[config.mk]
export PLATFORM = sky130hd
export DESIGN_NAME = hf_spi_conf_rx_flat
export DESIGN_NICKNAME = d
export VERILOG_FILES = /design/src/rtl/hf_spi_conf_rx_if.sv /design/src/rtl/hf_spi_conf_rx.sv /design/src/flat_wrapper.sv
export SDC_FILE = /design/constraint.sdc
export NUM_CORES = 1
export LEC_CHECK = 0
export BUFFER_PORTS_ARGS = -buffer_cell sky130_fd_sc_hd__buf_2
export CAP_MARGIN = 20
export CORE_AREA = 2 2 93 95
export DETAILED_ROUTE_END_ITERATION = 16
export DIE_AREA = 0 0 95 97
export SLEW_MARGIN = 20
export SYNTH_ARGS = -nofsm -noshare
export SYNTH_HDL_FRONTEND = slang
export SYNTH_HIERARCHICAL = 1
export SYNTH_SLANG_ARGS = --single-unit
[constraint.sdc]
create_clock -name pck0 -period 1.62 [get_ports pck0]
set_input_delay 0.162 -clock pck0 [delete_from_list [all_inputs] [get_ports pck0]]
set_output_delay 0.162 -clock pck0 [all_outputs]
set_load 0.01 [all_outputs]
[src/rtl/hf_spi_conf_rx_if.sv]
// Bus bundle for the SPI configuration receiver: the ARM-side SPI pins,
// the mode_safe strobe, and the configuration/status outputs.
interface hf_spi_conf_rx_if #(
  parameter int NUM_REGS = 4,
  parameter int DATA_W   = 8,
  parameter int MODE_W   = 3
);
  logic                         spck;
  logic                         ncs;
  logic                         mosi;
  logic                         mode_safe;
  logic [NUM_REGS*DATA_W-1:0]   conf_regs;
  logic [MODE_W-1:0]            major_mode;
  logic                         mode_pend;
  logic                         mode_change;
  logic                         frame_err;
  logic                         cmd_err;
  logic [7:0]                   frame_cnt;

  modport slave (
    input  spck, ncs, mosi, mode_safe,
    output conf_regs, major_mode, mode_pend, mode_change, frame_err, cmd_err, frame_cnt
  );

  modport master (
    output spck, ncs, mosi, mode_safe,
    input  conf_regs, major_mode, mode_pend, mode_change, frame_err, cmd_err, frame_cnt
  );
endinterface

[src/rtl/hf_spi_conf_rx.sv]
// SPI configuration receiver: oversamples spck/ncs/mosi in the pck0 domain,
// decodes command frames into config registers and commits major-mode
// changes only while mode_safe is high.

// Plain flop-chain synchroniser with a selectable reset level.
module hf_spi_conf_rx_sync #(
  parameter int   STAGES  = 2,
  parameter logic RST_VAL = 1'b0
) (
  input  logic clk,
  input  logic rst_n,
  input  logic d,
  output logic q
);
  logic [STAGES-1:0] chain_q, chain_d;

  // Shift the raw input one stage deeper each cycle
  always_comb chain_d = {chain_q[STAGES-2:0], d};

  // Chain register; reset level chosen so the line looks idle after reset
  always_ff @(posedge clk or negedge rst_n) begin
    if (!rst_n) chain_q <= {STAGES{RST_VAL}};
    else        chain_q <= chain_d;
  end

  assign q = chain_q[STAGES-1];
endmodule

module hf_spi_conf_rx #(
  parameter int FRAME_W     = 16,
  parameter int CMD_W       = 4,
  parameter int DATA_W      = 8,
  parameter int NUM_REGS    = 4,
  parameter int MODE_W      = 3,
  parameter int SYNC_STAGES = 2
) (
  input  logic             pck0,
  input  logic             nreset,
  hf_spi_conf_rx_if.slave  bus
);
  localparam int               CNT_W     = $clog2(FRAME_W + 2);
  localparam logic [CNT_W-1:0] CNT_FRAME = CNT_W'(FRAME_W);
  localparam logic [CNT_W-1:0] CNT_MAX   = CNT_W'(FRAME_W + 1);
  // Per-lane synchroniser reset levels {mosi, ncs, spck}: ncs idles high
  localparam logic [2:0]       SYNC_RST  = 3'b010;

  logic [2:0] raw_in, syn_in;
  logic       spck_s, ncs_s, mosi_s;

  assign raw_in = {bus.mosi, bus.ncs, bus.spck};

  for (genvar i = 0; i < 3; i++) begin : g_sync
    hf_spi_conf_rx_sync #(
      .STAGES  (SYNC_STAGES),
      .RST_VAL (SYNC_RST[i])
    ) u_sync (
      .clk   (pck0),
      .rst_n (nreset),
      .d     (raw_in[i]),
      .q     (syn_in[i])
    );
  end

  assign spck_s = syn_in[0];
  assign ncs_s  = syn_in[1];
  assign mosi_s = syn_in[2];

  // State
  logic                              spck_h_q, spck_h_d;
  logic                              ncs_h_q, ncs_h_d;
  logic [FRAME_W-1:0]                shift_q, shift_d;
  logic [CNT_W-1:0]                  bit_cnt_q, bit_cnt_d;
  logic [NUM_REGS-1:0][DATA_W-1:0]   regs_q, regs_d;
  logic [MODE_W-1:0]                 pmode_q, pmode_d;
  logic                              pend_q, pend_d;
  logic [MODE_W-1:0]                 major_q, major_d;
  logic                              chg_q, chg_d;
  logic                              ferr_q, ferr_d;
  logic                              cerr_q, cerr_d;
  logic [7:0]                        fcnt_q, fcnt_d;

  logic                spck_rise, ncs_fall, ncs_rise;
  logic                reg0_wr;
  logic [CMD_W-1:0]    cmd;
  logic [DATA_W-1:0]   data;

  assign spck_rise = spck_s & ~spck_h_q;
  assign ncs_fall  = ~ncs_s & ncs_h_q;
  assign ncs_rise  = ncs_s & ~ncs_h_q;
  assign cmd       = shift_q[FRAME_W-1 -: CMD_W];
  assign data      = shift_q[DATA_W-1:0];

  // Edge history and bit capture; ncs falling edge starts a fresh count
  always_comb begin
    spck_h_d  = spck_s;
    ncs_h_d   = ncs_s;
    shift_d   = shift_q;
    bit_cnt_d = bit_cnt_q;
    if (ncs_fall) bit_cnt_d = '0;
    if (!ncs_s && spck_rise) begin
      shift_d = {shift_q[FRAME_W-2:0], mosi_s};
      if (bit_cnt_d != CNT_MAX) bit_cnt_d = bit_cnt_d + 1'b1;
    end
  end

  // Frame decode on the synced ncs rising edge
  always_comb begin
    regs_d  = regs_q;
    ferr_d  = ferr_q;
    cerr_d  = cerr_q;
    fcnt_d  = fcnt_q;
    reg0_wr = 1'b0;
    if (ncs_rise) begin
      if (bit_cnt_q != CNT_FRAME) begin
        ferr_d = 1'b1;
      end else begin
        fcnt_d = fcnt_q + 8'd1;
        if (&cmd) begin
          ferr_d = 1'b0;
          cerr_d = 1'b0;
        end else if (cmd != '0 && cmd <= CMD_W'(NUM_REGS)) begin
          for (int k = 0; k < NUM_REGS; k++)
            if (cmd == CMD_W'(k + 1)) regs_d[k] = data;
          reg0_wr = (cmd == CMD_W'(1));
        end else begin
          cerr_d = 1'b1;
        end
      end
    end
  end

  // Mode commit: a commit consumes the old pending value, a same-cycle
  // reg0 write then re-arms pending with the new one
  always_comb begin
    pmode_d = pmode_q;
    pend_d  = pend_q;
    major_d = major_q;
    chg_d   = 1'b0;
    if (pend_q && bus.mode_safe) begin
      major_d = pmode_q;
      pend_d  = 1'b0;
      chg_d   = (pmode_q != major_q);
    end
    if (reg0_wr) begin
      pmode_d = data[DATA_W-1 -: MODE_W];
      pend_d  = 1'b1;
    end
  end

  // All state registers; reset leaves every mode "off" (all ones)
  always_ff @(posedge pck0 or negedge nreset) begin
    if (!nreset) begin
      spck_h_q  <= 1'b0;
      ncs_h_q   <= 1'b1;
      shift_q   <= '0;
      bit_cnt_q <= '0;
      regs_q    <= '0;
      regs_q[0][DATA_W-1 -: MODE_W] <= '1;
      pmode_q   <= '1;
      pend_q    <= 1'b0;
      major_q   <= '1;
      chg_q     <= 1'b0;
      ferr_q    <= 1'b0;
      cerr_q    <= 1'b0;
      fcnt_q    <= '0;
    end else begin
      spck_h_q  <= spck_h_d;
      ncs_h_q   <= ncs_h_d;
      shift_q   <= shift_d;
      bit_cnt_q <= bit_cnt_d;
      regs_q    <= regs_d;
      pmode_q   <= pmode_d;
      pend_q    <= pend_d;
      major_q   <= major_d;
      chg_q     <= chg_d;
      ferr_q    <= ferr_d;
      cerr_q    <= cerr_d;
      fcnt_q    <= fcnt_d;
    end
  end

  assign bus.conf_regs   = regs_q;
  assign bus.major_mode  = major_q;
  assign bus.mode_pend   = pend_q;
  assign bus.mode_change = chg_q;
  assign bus.frame_err   = ferr_q;
  assign bus.cmd_err     = cerr_q;
  assign bus.frame_cnt   = fcnt_q;
endmodule
[src/flat_wrapper.sv]
// flat-port wrapper written by rule: the top's interface ports become plain ports
module hf_spi_conf_rx_flat 
#(
  parameter int FRAME_W     = 16,
  parameter int CMD_W       = 4,
  parameter int DATA_W      = 8,
  parameter int NUM_REGS    = 4,
  parameter int MODE_W      = 3,
  parameter int SYNC_STAGES = 2
)
  (pck0, nreset, bus_spck, bus_ncs, bus_mosi, bus_mode_safe, bus_conf_regs, bus_major_mode, bus_mode_pend, bus_mode_change, bus_frame_err, bus_cmd_err, bus_frame_cnt);
  hf_spi_conf_rx_if #(.NUM_REGS(NUM_REGS), .DATA_W(DATA_W), .MODE_W(MODE_W)) bus_i ();
  input  logic pck0;
  input  logic nreset;
  input wire logic [$bits(bus_i.spck)-1:0] bus_spck;
  input wire logic [$bits(bus_i.ncs)-1:0] bus_ncs;
  input wire logic [$bits(bus_i.mosi)-1:0] bus_mosi;
  input wire logic [$bits(bus_i.mode_safe)-1:0] bus_mode_safe;
  output wire logic [$bits(bus_i.conf_regs)-1:0] bus_conf_regs;
  output wire logic [$bits(bus_i.major_mode)-1:0] bus_major_mode;
  output wire logic [$bits(bus_i.mode_pend)-1:0] bus_mode_pend;
  output wire logic [$bits(bus_i.mode_change)-1:0] bus_mode_change;
  output wire logic [$bits(bus_i.frame_err)-1:0] bus_frame_err;
  output wire logic [$bits(bus_i.cmd_err)-1:0] bus_cmd_err;
  output wire logic [$bits(bus_i.frame_cnt)-1:0] bus_frame_cnt;
  assign bus_i.spck = bus_spck;
  assign bus_i.ncs = bus_ncs;
  assign bus_i.mosi = bus_mosi;
  assign bus_i.mode_safe = bus_mode_safe;
  assign bus_conf_regs = bus_i.conf_regs;
  assign bus_major_mode = bus_i.major_mode;
  assign bus_mode_pend = bus_i.mode_pend;
  assign bus_mode_change = bus_i.mode_change;
  assign bus_frame_err = bus_i.frame_err;
  assign bus_cmd_err = bus_i.cmd_err;
  assign bus_frame_cnt = bus_i.frame_cnt;
  hf_spi_conf_rx #(.FRAME_W(FRAME_W), .CMD_W(CMD_W), .DATA_W(DATA_W), .NUM_REGS(NUM_REGS), .MODE_W(MODE_W), .SYNC_STAGES(SYNC_STAGES)) u_core (.pck0(pck0), .nreset(nreset), .bus(bus_i));
endmodule
==> results.txt, run 1 <==
For the required time at the worst-slack endpoint, the log shows 1.85 ns. The finished cells cover 4250 um^2. The tools report the layout net count as 349. Counting I/O delays and the setup requirement, the final critical path takes 1.64 ns. The H-tree was split into 3 levels.

In this run the worst path has a maximum fanout of 8. At the pin with the least slew margin, the transition time is 0.700 ns. The residual antenna-violating net count after detailed routing was 0; the maximum achievable frequency was 0.609 GHz. Setup repair after global routing could not meet its margin everywhere.

The tools report the count of final hold-check violations as 0. The predominant post-synthesis flop cell was dfrtp_1. Counting flops with an async set or reset pin after synthesis yields a share of 100%.

For the clock latency on the worst-skew pair, the log shows 0.35 ns. Net switching is 24.3% of the power. The library cells used most frequently in the layout, excluding fill and tap cells, are dfrtp_1 (67), nand2_1 (54), buf_2 (51). The synthesized instance count is 251. The logs give 0 for the final routed DRC violation total and -0.0866 ns for the worst slack at placement. Clock share of power: 40.4%. For this design the ratio of total power to cell area is 942 nW/um^2. The relative slew slack came out at 53.3%. Summed over all instances, the cell type with the most area after synthesis is dfrtp_1. The post-detailed-placement half-perimeter wirelength is 4310 um.

The total overflow left after global routing is 0. In this run the cell area measured after placement is 3870 um^2. The start-to-end type of the worst setup path is register to register. The flow ran to the end, but the final reports show violations. The tools report the internal power as 0.00303 W. The core region is 8130 um^2. The congestion estimate from routability-driven global placement came to 0.781. The number of global-route vias before repair is 2161.

The run gives 1.87 ns as the arrival time of the worst setup path. The fraction of final layout cells with drive strength greater than 1 was 47.1%; the average routed wire per standard cell was 14.2 um. Wires add up to 6410 um.

Sequential cells were found to cover 60.6% of the synthesized design area. The tools report the worst ir drop on vdd as 0.341 mV. The total CTS buffers is 9. TritonCTS built the clock tree. The starting DRC count in detailed routing was 41; the width of the die was 95 um. The type of the worst min-delay path is input pin to asynchronous set/reset pin. The run gives 0 as the number of pins exceeding their max-slew limit in the final report. The logs give 3290 um^2 for the area of the mapped netlist and 53 for the number of primary I/O pins. The CTS root buffer is clkbuf_8. The first detailed-routing pass took 4 iterations. Entering global routing, the biggest net connects 36 pins. The number of enable flip-flop cells after synthesis is 0. The layout overhead on the synthesized area was 29.3%. The net switching power figure was 0.000975 W; the net count of the mapped netlist was 259. The tools report the starting density of the core as 40.4%. Global routing consumed, over all layers together, 15.3% of the routing resources. Most frequent standard cell in the layout excluding fill and tap cells: dfrtp_1. Per report_power, the combinational group accounts for 6.2% of the total. The analysis attributes to cell leakage a power of 2.23 nW.

The part of the power in registers is 53.4%, and the clock transition at the registers of the reported paths is 0.09 ns. Largest buffer count on any clock path: 2. The total via count after detailed routing is 2174, and the average cell area after synthesis is 13.1 um^2. Counting flops and latches in the post-synthesis netlist gives 79.

Sorting the synthesized cells by area gives the leading types as dfrtp_1 (51%), mux2_2 (10%), dfstp_2 (9.6%), nand2_1 (6.4%), mux2_4 (4.1%). On the final layout, the worst clock skew is 0.00943 ns. The share of synthesized area in the top cell type comes to 51.0%. The total of endpoints with negative setup slack in the final report came out at 2. Dividing the detail-routed via count by the number of cells gives 4.82. For this run, the number of Yosys warnings is 6. The first global-routing pass estimated 10900 um of wire. The final reports fail on negative setup slack.

Kind of end point of the critical path: a register. The die boundary height works out to 97 um. The number of distinct standard cells referenced by the synthesized netlist is 40, and the sink count of the clock tree is 79. The number of rows created at floorplan was 33; the quantity of I/O buffers inserted on ports was 52. The worst setup path is launched from a register. Adding up every negative setup slack in the final design gives -0.0294 ns. The antenna diode instance count came out at 0. Across the run, the number of max-cap violations was 0.

The die covers 9220 um^2. The worst path uses 101% of the clock period. The tools report the minimum setup slack in the final design as -0.0222 ns. Number of antenna violations at the first check in global routing: 0.
cell families after synthesis:
| logic type | synth area share, % |
|---|---|
| and+or+nand+nor | 16.6 |
| muxes | 14.7 |
| buffers and inverters | 1.41 |
| xor gates and xnor gates | 2.66 |
| DFF | 60.6 |
| adders and majority gates | 0.761 |
| AOI/OAI and AO/OA | 3.31 |
final timing paths:
| path | start | end | slack, ns | depth (start not counted) |
|---|---|---|---|---|
| worst max-delay path | u_core/g_sync[1].u_sync/chain_q[1] | u_core/bus.conf_regs[16] | -0.02 | 5 |
| worst min-delay path | nreset | u_core/bus.conf_regs[23] | 0.30 | 2 |
| worst max register to register | u_core/g_sync[1].u_sync/chain_q[1] | u_core/bus.conf_regs[16] | -0.02 | 5 |
| worst min register to register | u_core/g_sync[0].u_sync/chain_q[0] | u_core/g_sync[0].u_sync/chain_q[1] | 0.36 | 0 |
| max in group asynchronous | nreset | u_core/ncs_h_q | 0.69 | 3 |
| min in group pck0 | u_core/g_sync[0].u_sync/chain_q[0] | u_core/g_sync[0].u_sync/chain_q[1] | 0.36 | 0 |
power by group through the flow:
stage                     logic [W]  clock network, W  registers [W]
after floorplan            0.000106                 0        0.00214
final                      0.000248           0.00162        0.00214
after detailed placement   0.000212                 0        0.00218
after CTS                  0.000242           0.00166        0.00214
after global routing       0.000286           0.00173        0.00216
after global placement     0.000206                 0        0.00218
per-stage QoR:
stage	std cells	util, %	total power [W]	hold WS (ns)
after floorplan	251	-	0.00225	-0.134
after global placement	426	47.5	0.00239	0.145
after detailed placement	426	47.5	0.00239	0.153
after CTS	451	51.8	0.00404	0.305
after global routing	451	52.3	0.00418	0.347
final	451	52.3	0.00401	0.297
layer usage:
metal	part of all wire, %	global-route usage, %	wire length (um)
met1	49	21.8	3120
met2	46	22.3	2980
met3	3.0	2.65	191
met4	1.9	7.69	122
met5	0	0	0
final cells by class:
cell class,instances,area [um^2]
Clock buffer,10,128
Tap cell,105,131
Inverter,2,7.51
Fill cell,711,3880
Timing Repair Buffer,86,579
Clock inverter,6,92.6
Multi-Input combinational cell,163,1320
Sequential cell,79,1990
worst max-delay path, cell delays in order (launching register included):
cell	delay, ns
dfstp_2	0.57
nor4b_4	0.24
buf_4	0.19
nand4_4	0.08
buf_12	0.15
mux2_4	0.29
timing repair:
item | in CTS | in global routing
buffers inserted | 4 | 0
endpoints found under the hold margin | 33 | 0
endpoints found under the setup margin | 38 | 43
hold buffers | 5 | 0
pin swaps | 4 | 4
gates resized for setup | 8 | 9
synthesized netlist by cell type (3+ instances only):
cell type and number:
mux2_4 9, and4_1 3, xnor2_1 10, mux2_2 30, nand3_1 6, nand2_1 56
dfstp_2 12, dfrtp_1 67, nor2b_1 3, nand4_2 3, buf_2 4, o21ai_0 6
nand4_1 5, and3_1 3
sequential cells by signal (all words and copies together) (netlist names):
| name | cells |
|---|---|
| u_core/bus.conf_regs | 32 |
| u_core/ncs_h_q | 1 |
| u_core/g_sync.u_sync/chain_q | 6 |
| u_core/bus.major_mode | 3 |
| u_core/bus.mode_pend | 1 |
| u_core/bus.frame_err | 1 |
| u_core/shift_q | 16 |
| u_core/bit_cnt_q | 5 |
| u_core/bus.cmd_err | 1 |
| u_core/bus.frame_cnt | 8 |
| u_core/spck_h_q | 1 |
| u_core/pmode_q | 3 |
| u_core/bus.mode_change | 1 |
Power figures use the tool's default switching activity.
==> inputs of run 2 (changes only) <==
Settings changed: SETUP_SLACK_MARGIN from default to 0.1.
==> run 2 against run 1 <==
The flow still finishes with violations (negative setup slack). Sequential power barely moved. Non-clock buffer count fell by 4. Final cell count fell by 0.89%. First-iteration DRC count rose by 120%. Worst setup slack got worse by 0.0084 ns. Core utilization rose by 0.46 points. Largest cell class unchanged. Fmax fell by 0.51%.
==> results.txt, run 2 (synthesized netlist as in run 1, its figures left out) <==
VDD sags by at most 0.342 mV. For this run, the top clock speed supported by timing is 0.606 GHz. The post-detailed-placement half-perimeter wirelength came out at 4380 um. The final cell count without fillers is 447.

Including well taps, the total number of placed cells is 422. The layout has 706 filler cells. The tools report the arrival time of the worst setup path as 1.88 ns.

Leaving out fill and tap cells, the most frequent cell in the layout is dfrtp_1. The ratio of total power to cell area was 901 nW/um^2. The most critical setup path has its startpoint at u_core/g_sync[1].u_sync/chain_q[1]. For the number of rows created at floorplan, the log shows 33. The global-route met3 utilization came out at 2.80%. At the worst endpoint, the required time is 1.84 ns. Counting I/O delays and the setup requirement, the final critical path takes 1.65 ns. In the final routed layout, each cell accounts on average for 14.8 um. The final reports fail on negative setup slack.

The count of buffers added on input and output ports is 52. After detailed routing, the number of remaining DRC violations is 0. For this run, global-route usage on met1 was measured as 21.7%. The number of primary I/O pins came out at 53.

Of the total power, the share spent switching nets is 24.7%. The first TritonRoute pass finished after 4 iterations. Across every metal layer, demand over resource in global routing totals 15.2%. The number of antenna violations at the first check in global routing is 0. Counting cells, the worst reg-to-reg path comes to 5.

The share of total power dissipated in the clock network is 37.8%. The starting DRC count in detailed routing was 91; the fraction of the cycle the final worst path needs was 102%. For the worst-skew pair, the clock arrives at the later sink with an insertion delay of 0.35 ns.

For the count of final hold-check violations, the log shows 0. The net switching power figure was 0.000953 W; the relative slew slack was 53.3%. The run gives 0.0278 ns as the worst slack on hold paths.

The analysis attributes to cell leakage a power of 2.27 nW. The logs give 2200 for the number of global-route vias before repair and 16 for the total of endpoints with negative setup slack in the final report. For this block, the via count after detailed routing is 2211.

The routed design has 6640 um of wire. After clock tree synthesis, the clock-pin slew on the worst setup and hold paths is 0.08 ns. The number of pins exceeding their max-slew limit in the final report is 0, and the flip-flop count of the largest register, all copies and words added is 32. Measured along the x axis, the die boundary spans 95 um.

TritonCTS built the clock tree. Measured on the finished design, the core utilization comes to 52.7%. In this run the most used layer during global routing was met2.

The worst slack at placement is -0.0920 ns. The worst register-to-register path begins at u_core/g_sync[1].u_sync/chain_q[1]. Walking the worst path, the cells encountered are nor4b_4 > buf_4 > nand4_4 > buf_6 > mux2_2. The tightest min-delay check is of the input pin to register type. For the final database, setup skew stands at 0.0155 ns. Delay contributed by the slowest stage of the critical path: 0.59 ns. After detailed routing, the number of vias per cell comes to 4.95.

The run gives 0.00291 W as the internal power. Clock tree synthesis selected as its root buffer the cell clkbuf_8. The residual antenna-violating net count after detailed routing came out at 0. Setup repair after global routing could not meet its margin everywhere.

The type of element launching the critical path was a register. No sink is reached through more buffers than the 2 on the longest clock path. The die outline area was 9220 um^2. After the last flow step, the layout net total stands at 345.

The reported max-cap violation count is 0. The run finished, with violations left. In the layout the commonest cells are dfrtp_1 (65), nand2_1 (53), buf_2 (51).

The minimum setup slack in the final design was -0.0306 ns; the area of the core was 8130 um^2. The met2 usage is 22.5%, and the die boundary height is 97 um. For the weighted congestion reported at the end of routability-driven placement, the log shows 0.740. CTS built an H-tree with a depth of 3. The clock net in this run drives a total of 79 sinks. The starting density of the core was 40.4%.

The tools report the aggregate negative setup slack as -0.183 ns. Sum of overflow across all layers after global routing: 0. At the pin with the least slew margin, the transition time is 0.700 ns. Along the worst hold path, the cell count comes to 2. The tools report the part of the power in registers as 55.6%. The area growth from synthesis to layout is 30.5%.

The worst setup path is of the register to register kind. Total CTS buffers: 9. The worst setup path is captured at a register. Antenna diode instance count: 0.

The slowest stage of the critical path belongs to the cell dfstp_2. The first global-routing pass estimated 11000 um of wire. Entering global routing, the biggest net connects 80 pins. In this run the worst path has a maximum fanout of 7. The relative contribution of combinational cells to total power was 6.6%. The hold path startpoint was bus_mode_safe.

In the final layout, the share of cells above drive strength 1 is 49.1%.
==> run 2: changes by cell type in the layout (fill, tap and decap cells not counted), moves of 3 or more <==
cell | previous run | this run
mux2_4 | 10 | 19
buf_6 | 3 | 7
nand3_1 | 6 | 3
buf_4 | 24 | 18
mux2_2 | 29 | 20
==> run 2: worst max-delay path: cells and delay by family, from the launching register on <==
| family | cells | cell delay (ns) |
|---|---|---|
| buffers and inverters | 2 | 0.34 |
| DFF | 1 | 0.59 |
| muxes | 1 | 0.26 |
| and+or+nand+nor | 2 | 0.34 |
==> run 2: cell type report <==
class                           instances  area, um^2  share of cell area [%]
Clock inverter                          5        58.8                    1.37
Clock buffer                           11         141                    3.30
Tap cell                              105         131                    3.06
Inverter                                2        7.51                   0.175
Multi-Input combinational cell        163        1410                    32.9
Sequential cell                        79        1990                    46.5
Timing Repair Buffer                   82         544                    12.7
==> run 2: path summary, 6_finish.rpt <==
path                                                      endpoint  slack (ns)
max in group asynchronous       u_core/g_sync[1].u_sync/chain_q[0]        0.89
min in group asynchronous                 u_core/bus.conf_regs[21]        0.38
worst max register to register            u_core/bus.conf_regs[17]       -0.03
worst min register to register  u_core/g_sync[0].u_sync/chain_q[1]        0.35
worst max-delay path                      u_core/bus.conf_regs[17]       -0.03
worst min-delay path                          u_core/bus.mode_pend        0.03
==> run 2: layer usage <==
layer	wire length, um	vias to the layer above
met5	0	-
met4	123	0
met3	217	10
met2	3200	39
met1	3090	1119
li1	-	1043
==> run 2: metrics by stage <==
stage,area [um^2],power (W)
after floorplan,3290,0.00225
after global placement,3810,0.00239
after detailed placement,3810,0.00239
after CTS,4200,0.00388
after global routing,4290,0.00407
final,4290,0.00386
==> run 2: repair_timing <==
| action | 4_1_cts | 5_1_grt |
|---|---|---|
| buffers inserted | 4 | 1 |
| gates resized for setup | 27 | 17 |
| pin swaps | 9 | 8 |
| hold endpoints to repair | 70 | 0 |
| hold buffers | 4 | 0 |
| endpoints found under the setup margin | 63 | 64 |
==> run 2: power by group through the flow <==
stage / Clock [W] / Sequential (W) / Combinational (W)
global route: 0.00162 / 0.00217 / 0.000287
finish: 0.00146 / 0.00215 / 0.000254
CTS: 0.00150 / 0.00215 / 0.000235
global placement: 0 / 0.00219 / 0.000201
detailed placement: 0 / 0.00219 / 0.000205
floorplan: 0 / 0.00214 / 0.000106
==> inputs of run 3 (changes only) <==
Settings changed: CTS_BUF_LIST from default to sky130_fd_sc_hd__clkbuf_4 sky130_fd_sc_hd__clkbuf_8.
Clock period 1.62 ns to 1.6 ns, I/O delays scaled along.
==> run 3 against run 2 <==
The flow still finishes with violations (negative setup slack). Register-to-register slack worse by 0.02 ns. Critical path depth down 1. Core utilization up 0.77 points. Final cell count up 1.6%. Non-clock buffer count up 7. Global-route usage up 0.30 points. First-iteration DRC count down 65%. Critical path type unchanged. Largest power group unchanged. Highest routed layer unchanged.
==> results.txt, run 3 (synthesized netlist as in run 1, its figures left out) <==
The run finished, with violations left. The checks that failed: negative setup slack. Total CTS buffers: 9. Derived from the worst setup path, the maximum achievable clock frequency is 0.606 GHz.

The minimum setup slack in the final design is -0.0509 ns. Relative to the synthesized area, the layout overhead comes to 32.4%. The die covers 9220 um^2. Setup violations remaining at the end of the flow were counted as 37. The instance count on the critical path works out to 4.

Entering global routing, the biggest net connects 42 pins. The signal on the critical path passes through nor4b_4 > nand4_2 > buf_12 > mux2_4. Hold path startpoint: bus_mode_safe. The number of cells on the worst reg-to-reg path is 4.

For the worst setup path, the data required time is 1.83 ns. The run gives 0 as the number of antenna violations at the first check in global routing. The tools report the worst slack on hold paths as 0.0298 ns. Setup repair after global routing could not meet its margin everywhere.

After the last flow step, the layout net total stands at 352. Power spread over the standard cell area amounts to 915 nW/um^2. The start-to-end type of the worst setup path was register to register. The startpoint of the worst-slack reg-to-reg timing path is u_core/g_sync[1].u_sync/chain_q[1]. Once the floorplan was initialized, standard cells occupied 40.4% of the core.

The tools report the number of rows created at floorplan as 33. The critical path ends at u_core/bus.conf_regs[4]. Type of element launching the critical path: a register. The kind of cell with the highest combined delay along the critical path is flip-flops. For the H-tree depth, the log shows 3. The routed layout has 2209 vias.

For this run, design rule violations remaining after detail routing come to 0. For the first-pass GRT wire length, the log shows 11100 um. For the final routed database, the setup TNS stands at -0.741 ns.

At the pin with the least slew margin, the transition time is 0.396 ns. The weighted congestion reported at the end of routability-driven placement is 0.779. The startpoint of the worst setup timing path was u_core/g_sync[1].u_sync/chain_q[1].

The starting DRC count in detailed routing was 32. The kind of end point of the critical path is a register. The logs give 6630 um for the total length of routed wires and 73.5% for the relative slew slack. The detail route stage leaves a number of antenna-violating nets equal to 0. Type of the worst min-delay path: input pin to register.

The post-detailed-placement half-perimeter wirelength is 4540 um, and the area of the core is 8130 um^2. For the register-to-register setup slack, the log shows -0.05 ns. Most frequent standard cell in the layout excluding fill and tap cells: dfrtp_1. The CTS root buffer is clkbuf_8. The fraction of the cycle the final worst path needs came out at 103%. The arrival time of the worst setup path was 1.88 ns; the clock period minus final worst setup slack was 1.65 ns. Measured along the x axis, the die boundary spans 95 um.

IR analysis of the VDD net gives a maximum drop of 0.431 mV. Of all nets on the critical path, the largest fanout is 9. The library cells used most frequently in the layout, excluding fill and tap cells, are dfrtp_1 (67), nand2_1 (53), buf_2 (51).

The delay contributed by the slowest stage of the critical path came out at 0.59 ns. Count of buffer and inverter cells on the critical path: 1. The global-route total usage across every layer came out at 15.5%. The tools report the reported max-cap violation count as 0. The pre-antenna-repair detailed-routing pass consisted of 4 iterations. TritonCTS built the clock tree. Counting every sink on the clock net gives 79. The sum of overflow across all layers after global routing was 0; the post-detailed-route via-to-cell ratio was 4.87. The count of final hold-check violations was 0; the antenna diode instance count was 0. No sink is reached through more buffers than the 2 on the longest clock path. For the number of global-route vias before repair, the log shows 2178. The worst register-to-register path ends at u_core/bus.conf_regs[4]. Buffers placed on the I/O ports in this run total 52. The clock latency on the worst-skew pair was 0.34 ns; the flip-flop count of the largest register, all copies and words added was 32.

The run gives 0.00681 ns as the worst clock skew on the final layout. The fraction of final layout cells with drive strength greater than 1 is 50.4%. The number of primary I/O pins is 53, and the die boundary height is 97 um. The layout has 701 filler cells. For this design the static power due to leakage is 2.30 nW.

The cell at the slowest stage of the critical path is dfstp_2. The tools report the number of pins exceeding their max-slew limit in the final report as 0. After clock tree synthesis, the clock-pin slew on the worst setup and hold paths is 0.08 ns. After detailed routing, the average wire length per cell comes to 14.6 um.
==> run 3: cell types whose count changed in the layout (fill, tap and decap cells not counted), moves of 2 or more <==
cell,change
buf_4,+8
clkinvlp_4,-2
mux2_2,+10
buf_6,-3
buf_12,+3
mux2_4,-10
clkbuf_8,+2
dfrtp_2,-2
dfrtp_1,+2
==> run 3: what timing repair did <==
item                       4_1_cts  5_1_grt
setup buffers                    5        2
gates resized for setup         20       10
setup endpoints to repair       60       54
pin swaps                        6        5
hold endpoints to repair        26        0
cloned                           0        0
hold buffers                     4        0
==> run 3: area by class of cell <==
type | count | area, um^2 | share of cell area, %
inverters | 2 | 7.51 | 0.173
clock inverters | 3 | 40.0 | 0.920
clock buffers | 13 | 173 | 3.97
flip-flops and latches | 79 | 1990 | 45.8
multi-input cells | 163 | 1390 | 32.0
well taps | 105 | 131 | 3.02
repair buffers | 89 | 616 | 14.2
==> run 3: per-layer routing <==
layer	GRT usage, %	wire length [um]
met1	21.8	3120
met2	23.7	3180
met3	2.34	249
met4	6.69	84
met5	0	0
==> run 3: worst min-delay path by stage <==
stage,to,cells after the start
finish,u_core/bus.mode_pend,2
global route,u_core/bus.mode_pend,2
CTS,u_core/bus.mode_pend,2
detailed placement,u_core/bus.conf_regs[4],1
global placement,u_core/bus.conf_regs[4],1
floorplan,u_core/bit_cnt_q[0],0
==> run 3: metrics by stage <==
stage               worst slack, ns  area [um^2]  total power, W  instances  utilization [%]
floorplan                   -0.0354         3290         0.00228        251                -
global placement            -0.0596         3870         0.00242        427             47.6
detailed placement           -0.116         3870         0.00242        427             47.6
CTS                         -0.0513         4260         0.00401        452             52.3
global route                 -0.122         4350         0.00416        454             53.5
finish                      -0.0509         4350         0.00398        454             53.5
==> run 3: power by group <==
part / internal (W) / switching (W) / total, W
Sequential: 0.00207 / 0.000112 / 0.00218
Combinational: 0.000123 / 0.000144 / 0.000266
Clock: 0.000862 / 0.000673 / 0.00154
